## src/rtl/limit_loader_pkg.sv

```systemverilog
// Shared types and constants for the limit loader.
//   state_t       : loader FSM state (IDLE, PEND)
//   DEFAULT_N_RST : terminal count driven after reset
//   TIMER_W       : width of the pending-wait timer
//   TIMEOUT_DEF   : default wait, in cycles, before a forced apply
package limit_loader_pkg;

  localparam int unsigned LIMIT_W = 4;
  localparam int unsigned TIMER_W = 8;

  localparam logic [LIMIT_W-1:0] DEFAULT_N_RST = 4'd9;
  localparam logic [TIMER_W-1:0] TIMEOUT_DEF   = 8'd64;

  typedef enum logic {
    IDLE = 1'b0,
    PEND = 1'b1
  } state_t;

endpackage

```

## src/rtl/limit_loader_pend_timer.sv

```systemverilog
// Counts cycles spent waiting for a period start; flags the last one.
//   clk : clock
//   rst : synchronous active-high reset
//   clr : clear the count (accept or apply)
//   en  : count this cycle
//   tc  : count has reached TIMEOUT-1 (combinational)
module pend_timer
  import limit_loader_pkg::*;
#(
  parameter logic [TIMER_W-1:0] TIMEOUT = TIMEOUT_DEF
) (
  input  logic clk,
  input  logic rst,
  input  logic clr,
  input  logic en,
  output logic tc
);

  logic [TIMER_W-1:0] timer;

  // Saturating count so a stalled timer can never wrap back to zero.
  always_ff @(posedge clk) begin
    if (rst) begin
      timer <= '0;
    end else if (clr) begin
      timer <= '0;
    end else if (en && (timer != '1)) begin
      timer <= timer + TIMER_W'(1);
    end
  end

  assign tc = (timer == (TIMEOUT - TIMER_W'(1)));

endmodule

```

## src/rtl/limit_loader.sv

```systemverilog
// Loads a new terminal count for a downstream up counter, applying it
// only when the counter sits at 0 (period start) or after a timeout.
//   clk      : clock
//   rst      : synchronous active-high reset
//   in_valid : request offered on in_limit
//   in_limit : requested terminal count
//   in_ready : request can be accepted this cycle (combinational)
//   cnt      : live count from the downstream counter
//   n        : terminal count driven downstream
//   pending  : accepted request awaiting apply
//   applied  : one-cycle pulse, n took a new value
//   forced   : one-cycle pulse, apply caused by timeout
module limit_loader
  import limit_loader_pkg::*;
#(
  parameter logic [LIMIT_W-1:0] DEFAULT_N = DEFAULT_N_RST,
  parameter logic [TIMER_W-1:0] TIMEOUT   = TIMEOUT_DEF
) (
  input  logic       clk,
  input  logic       rst,
  input  logic       in_valid,
  input  logic [3:0] in_limit,
  output logic       in_ready,
  input  logic [3:0] cnt,
  output logic [3:0] n,
  output logic       pending,
  output logic       applied,
  output logic       forced
);

  state_t             state;
  logic [LIMIT_W-1:0] shadow;
  logic               accept;
  logic               tc;
  logic               tmr_en;
  logic               tmr_clr;
  logic               apply_now;
  logic               timeout_now;

  assign in_ready = (state == IDLE) && !rst;
  assign pending  = (state == PEND);
  assign accept   = in_valid && in_ready;

  // The timer only runs while waiting on a nonzero count; cnt==0 wins a tie.
  assign tmr_en      = (state == PEND) && (cnt != 4'd0);
  assign timeout_now = tmr_en && tc;
  assign apply_now   = (state == PEND) && ((cnt == 4'd0) || tc);
  assign tmr_clr     = accept || apply_now;

  pend_timer #(
    .TIMEOUT (TIMEOUT)
  ) u_pend_timer (
    .clk (clk),
    .rst (rst),
    .clr (tmr_clr),
    .en  (tmr_en),
    .tc  (tc)
  );

  // Loader FSM with registered n and apply pulses.
  always_ff @(posedge clk) begin
    if (rst) begin
      state   <= IDLE;
      n       <= DEFAULT_N;
      shadow  <= DEFAULT_N;
      applied <= 1'b0;
      forced  <= 1'b0;
    end else begin
      applied <= 1'b0;
      forced  <= 1'b0;
      case (state)
        IDLE: begin
          if (accept) begin
            shadow <= in_limit;
            // An unchanged limit needs no wait for period start.
            if (in_limit == n) begin
              applied <= 1'b1;
            end else begin
              state <= PEND;
            end
          end
        end
        PEND: begin
          if (apply_now) begin
            n       <= shadow;
            applied <= 1'b1;
            forced  <= timeout_now;
            state   <= IDLE;
          end
        end
        default: state <= IDLE;
      endcase
    end
  end

endmodule

```

## config.mk

```make
export PLATFORM = sky130hd
export DESIGN_NAME = limit_loader
export DESIGN_NICKNAME = d
export VERILOG_FILES = /design/src/rtl/limit_loader_pkg.sv /design/src/rtl/limit_loader_pend_timer.sv /design/src/rtl/limit_loader.sv
export SDC_FILE = /design/constraint.sdc
export NUM_CORES = 1
export LEC_CHECK = 0
export BUFFER_PORTS_ARGS = -buffer_cell sky130_fd_sc_hd__buf_4
export CAP_MARGIN = 15
export CORE_MARGIN = 2
export CORE_UTILIZATION = 40
export CTS_BUF_LIST = sky130_fd_sc_hd__clkbuf_4 sky130_fd_sc_hd__clkbuf_8 sky130_fd_sc_hd__clkbuf_16
export CTS_CLUSTER_SIZE = 16
export DETAILED_ROUTE_END_ITERATION = 16
export GPL_TIMING_DRIVEN = 0
export PLACE_DENSITY = 0.74
export SETUP_SLACK_MARGIN = 0.02
export SLEW_MARGIN = 20
export SYNTH_ARGS = -nofsm -noshare
export SYNTH_HDL_FRONTEND = slang
export SYNTH_HIERARCHICAL = 1
export SYNTH_SLANG_ARGS = --single-unit
```

## constraint.sdc

```tcl
create_clock -name clk -period 1.7 [get_ports clk]
set_input_delay 0.34 -clock clk [delete_from_list [all_inputs] [get_ports clk]]
set_output_delay 0.34 -clock clk [all_outputs]
set_load 0.01 [all_outputs]
```

* Word level (Yosys, flattened, before mapping)
Cells that the tools add are included.
Word-level totals: flip-flop bits (word level) 19, latch bits 0, memory bits (writable) 0, ROM bits 0, input bits 11, output and inout bits 8, word-level logic and storage cells 35, memories 0
Operators by class: $add $sub $neg 1, multiply operators 0, div/mod/pow operators 0, magnitude comparators 0, eq/ne operators 3, shifts and indexed selects 0, mux-type cells 8, bitwise operators 2, reductions and logical operators 15
Operators by type and width (number):
- 8-bit by 1-bit adder with 8-bit output (second input constant) | 1
- 8-bit by 6-bit == test with 1-bit output (second input constant) | 1
- 8-bit inequality test (second input constant) | 1
- 1-bit logical AND | 6
- 1-bit two-way mux | 6
- 4-bit == test | 1
- 4-bit logical NOT | 1
- 1-bit one-hot mux with 2 select lines | 2
- 2-bit AND reduction | 2
- 4-bit nonzero test | 1
- 3-bit OR reduction | 1
- 1-bit logical OR | 2
- 1-bit NOT | 2
- 2-bit OR reduction | 1
- 1-bit logical NOT | 1

* Depth between registers and ports, before layout
depth after elaboration 5, gate-level depth with buffers 9, gate-level depth less buffers 9

* By module
The synthesis kept the hierarchy.
By module, submodules not included:
- limit_loader | times used 1, cells each 53, area each 515.5 µm²
- pend_timer | times used 1, cells each 50, area each 427.9 µm²

* Worst setup path after synthesis
Ideal clock, no wire load.
path type flip-flop to flip-flop, start point reg u_pend_timer.timer[0], end point reg u_pend_timer.timer[6], library setup time 0.122 ns, arrival time 1.699 ns, data required time 1.578 ns, setup slack -0.120 ns, cell stages (with the launch flop) 10, path buffers 0, clock period less this slack 1.820 ns, path through dfxtp_1 > ha_1 > and4_1 > nand2_1 > nor3_1 > o21ai_1 > nand2_1 > nor2_1 > o21ai_0 > mux2i_1
On the way: word-level cells in the longest chain between the ends 5, elaborated cells between the ends (all ways) 8, those cells by class 1 x add/sub; 2 x eq/ne; 5 x reduce/logical
Ends and longest elaborated chain:
- from (decl) | line limit_loader_pend_timer.sv:19 | logic [TIMER_W-1:0] timer;
- from (signal assigned) | line limit_loader_pend_timer.sv:28 | timer <= timer + TIMER_W'(1);
- 8-bit by 6-bit == test with 1-bit output | line limit_loader_pend_timer.sv:32 | assign tc = (timer == (TIMEOUT - TIMER_W'(1)));
- net tc | line limit_loader.sv:34 | logic tc;
- 1-bit logical OR | line limit_loader.sv:47 | assign apply_now = (state == PEND) && ((cnt == 4'd0) || tc);
- 1-bit logical AND | line limit_loader.sv:47
- 1-bit logical OR | line limit_loader.sv:48 | assign tmr_clr = accept || apply_now;
- net tmr_clr | line limit_loader.sv:36 | logic tmr_clr;
- 2-bit OR reduction (no source line)
The timed path passes the listed nets, and every way through them passes these cells. A chain may end at the register's enable or synchronous reset.

* Final worst setup path
start point reg u_pend_timer.timer[0], end point reg state (netlist: pending)
On the way: word-level cells in the longest chain between the ends 5
Ends and longest elaborated chain:
- 8-bit by 6-bit == test with 1-bit output | line limit_loader_pend_timer.sv:32
- net tc | line limit_loader.sv:34
- 1-bit logical OR | line limit_loader.sv:47
- 1-bit logical AND | line limit_loader.sv:47
- 1-bit two-way mux | line limit_loader.sv:84 | if (apply_now) begin
- 1-bit one-hot mux with 2 select lines | line limit_loader.sv:71 | case (state)
- to (signal assigned) | line limit_loader.sv:79 | state <= PEND;
- to (signal assigned) | line limit_loader.sv:88 | state <= IDLE;
- to (signal assigned) | line limit_loader.sv:91 | default: state <= IDLE;
- to (decl) | line limit_loader.sv:31 | state_t state;
The timed path passes the listed nets, and every way through them passes these cells.

==> reports/metrics.cfg <==
[floorplanning]
pin_count = 19
dieArea_sq_um = 2760
design.core.area_sq_um = 2210
die_w_um = 52.6
start_util_pct = 42.6
num_rows = 17
die_y_um = 52.6

[yosys]
syn_area_per_cell_sq_um = 9.16
synth_fp_nets = 115
yosysSeqAreaShare_pct = 40.3
ys_ff_latch = 19
synth.distinct_cells = 35
synth_warnings = 6
syn_area_sq_um = 943
syn_inst = 103

[critical_path]
cp_num_buf_inv = 1
cp-end-kind = flip-flop
crit_path_start_kind = flip-flop
required_ns = 1.96
r2r_setup_slack_ns = -0.001
cp_slowest_stage_delay_ns = 0.50
crit_start = u_pend_timer/timer[0]
regToRegStartpoint = u_pend_timer/timer[0]
path_cells = ha_4, and4_4, nand2_4, nor3_4, buf_4, or4b_1, a21bo_1
critical_path.top_delay_family = simple AND/OR/NAND/NOR gates
slowest_stage = or4b_1
crit_arrival_ns = 1.96
path_max_fanout = 3
critPathKind = reg -> reg

[grt]
antenna_found_initial = 0
grt_pass1_vias = 830
grtUsageTotal_pct = 17.1
grt_pass1_wl_um = 3480
grt_max_degree = 12
gr-total-overflow = 0

[timing]
layout_min_cycle_time_ns = 1.70
hold_viol_final = 0
rsz0062_at_grt = yes
worst_slack_ns = -0.00117
setup-violations-final = 1
max_slew.worst_pin.slew_ns = 0.455
skew_ns = 0.00963
max_freq_mhz = 588
report.final.slew_viol_count = 0
finalCritPeriodShare_pct = 100
maxSlewHeadroom_pct = 69.7
holdWs_ns = 0.245

[power_and_ir_drop]
seqPwrFrac_pct = 56.1
swShare_pct = 26.6
clkPwrFrac_pct = 27.1
ir_drop_v = 0.000649
p_leak_uw = 0.000503
p_int_uw = 621
cellPowerDensity_nw_per_um2 = 666
comb_power_share_pct = 16.8
power_uw = 847
p_sw_uw = 225

[clocking]
clock_path_buffers = 2
cts_tree = built
cts.clk_slew.worst_paths_ns = 0.11
hold_buffers = 0
clock_latency_ns = 0.30
htreeDepth = 1
cts_buffers = 3
root_buffer = clkbuf_4
clock_sinks = 19

[layout]
num-nets-final = 145
antenna_cells = 0
syn2layout_area_growth_pct = 34.7
drive_gt1_share_pct = 34.8

[routing]
wl_per_cell_um = 13.3
routed-via-count = 874
first_pass_iters = 4
finalWirelength_um = 2120
via_per_inst = 5.46
drtAntennaViolNets = 0
drt-initial-drc-count = 25
drc = 0

[run]
drv_cap = 0

[run_status]
outcome = finished with violations
violations = negative setup slack

[placed_design]
dp_worst_setup_slack_ns = -0.170
io_buffer_count = 18
place_congestion = 0.732
dpl.hpwl_um = 1420

[min_path]
worst_hold_startpoint = in_limit[3]
hp-class = in -> reg

## synthesized netlist by cell type (all sizes together)
cell type | n | area share, %
dfxtp | 19 | 40
mux2i | 10 | 11
nand2 | 8 | 3.2
nor2 | 8 | 3.2
nand2b | 6 | 4.0
a21oi | 4 | 2.1
nand3 | 4 | 2.1
nor2b | 4 | 2.7
xnor2 | 4 | 3.7
a2111oi | 3 | 3.1
and3 | 3 | 2.5
inv | 3 | 1.2
nand4 | 3 | 2.0
nor4 | 3 | 2.7
a211o | 2 | 1.9
buf | 2 | 1.7
nor3 | 2 | 1.1
o21ai | 2 | 1.1
or3 | 2 | 1.3
a211oi | 1 | 0.80
a21bo | 1 | 1.1
a21boi | 1 | 0.80
a41oi | 1 | 0.93
and4 | 1 | 0.93
clkbuf | 1 | 0.40
ha | 1 | 1.3
nor3b | 1 | 0.80
o21a | 1 | 0.93
o22ai | 1 | 0.66
or4b | 1 | 1.1
## layout make-up
| cell class | count | area [sq um] |
|---|---|---|
| clock inverters | 1 | 5.00 |
| repair buffers | 25 | 188 |
| multi-input cells | 78 | 601 |
| flip-flops and latches | 19 | 389 |
| inverters | 3 | 11.3 |
| plain buffers | 3 | 20.0 |
| clock buffers | 3 | 22.5 |
| fillers | 210 | 941 |
| well taps | 28 | 35.0 |
## state kept, by name (all words and copies together) (netlist names)
signal,cells
u_pend_timer/timer,8
n,4
shadow,4
applied,1
forced,1
pending,1
## cells in the final DEF (no fill, tap or decap), types with 2 or more instances in the layout
| master | count |
|---|---|
| a211o_1 | 2 |
| a21oi_1 | 4 |
| and3_1 | 2 |
| buf_4 | 25 |
| clkbuf_4 | 3 |
| dfxtp_1 | 16 |
| dfxtp_4 | 2 |
| inv_1 | 3 |
| mux2i_1 | 10 |
| nand2_1 | 5 |
| nand2_4 | 2 |
| nand2b_1 | 6 |
| nand3_1 | 4 |
| nand4_1 | 3 |
| nor2_1 | 7 |
| nor2b_1 | 4 |
| nor4_1 | 2 |
| or3_1 | 2 |
| xnor2_1 | 4 |
## metrics by stage
stage	TNS (ns)	util [%]	cells	area [sq um]
6_report	-0.00117	57.5	160	1270
5_1_grt	-0.201	57.5	160	1270
4_1_cts	-0.00745	55.3	158	1220
3_5_place_dp	-1.20	51.0	149	1130
3_3_place_gp	-0.618	51.0	149	1130
2_1_floorplan	0	-	103	958
## power by group through the flow
stage	clock network, uW	registers, uW	logic (uW)
5_1_grt	253	477	155
4_1_cts	237	474	136
3_3_place_gp	0	484	118
2_1_floorplan	0	483	74.1
6_report	229	475	143
3_5_place_dp	0	485	121
## kinds of logic after synthesis
| family | count (synthesis) | share of synthesized area [%] |
|---|---|---|
| AND/OR/NAND/NOR | 46 | 27.5 |
| buffers and inverters | 6 | 3.31 |
| XOR/XNOR | 4 | 3.71 |
| adder cells (fa/ha/maj) | 1 | 1.33 |
| flip-flops | 19 | 40.3 |
| AO/OA/AOI/OAI | 17 | 13.3 |
| multiplexers | 10 | 10.6 |
## worst paths after layout
path	cells after the start	to
worst max-delay path	7	pending
worst min-delay path	2	shadow[3]
worst max register to register	7	pending
worst min register to register	2	n[1]
## what timing repair did
action,CTS,global route
gates resized for setup,8,7
setup buffers,5,2
pin swaps,5,4
setup endpoints to repair,13,7
## routing by layer
layer | vias up | wire, um | track usage [%] | share of wire [%]
met5 | - | 0 | 0 | 0
met4 | 0 | 42 | 5.98 | 2.0
met3 | 5 | 101 | 5.43 | 4.8
met2 | 24 | 1100 | 31.3 | 52
met1 | 408 | 879 | 18.1 | 41
li1 | 437 | - | - | -
Note: power is estimated with default switching activity, not from simulation.
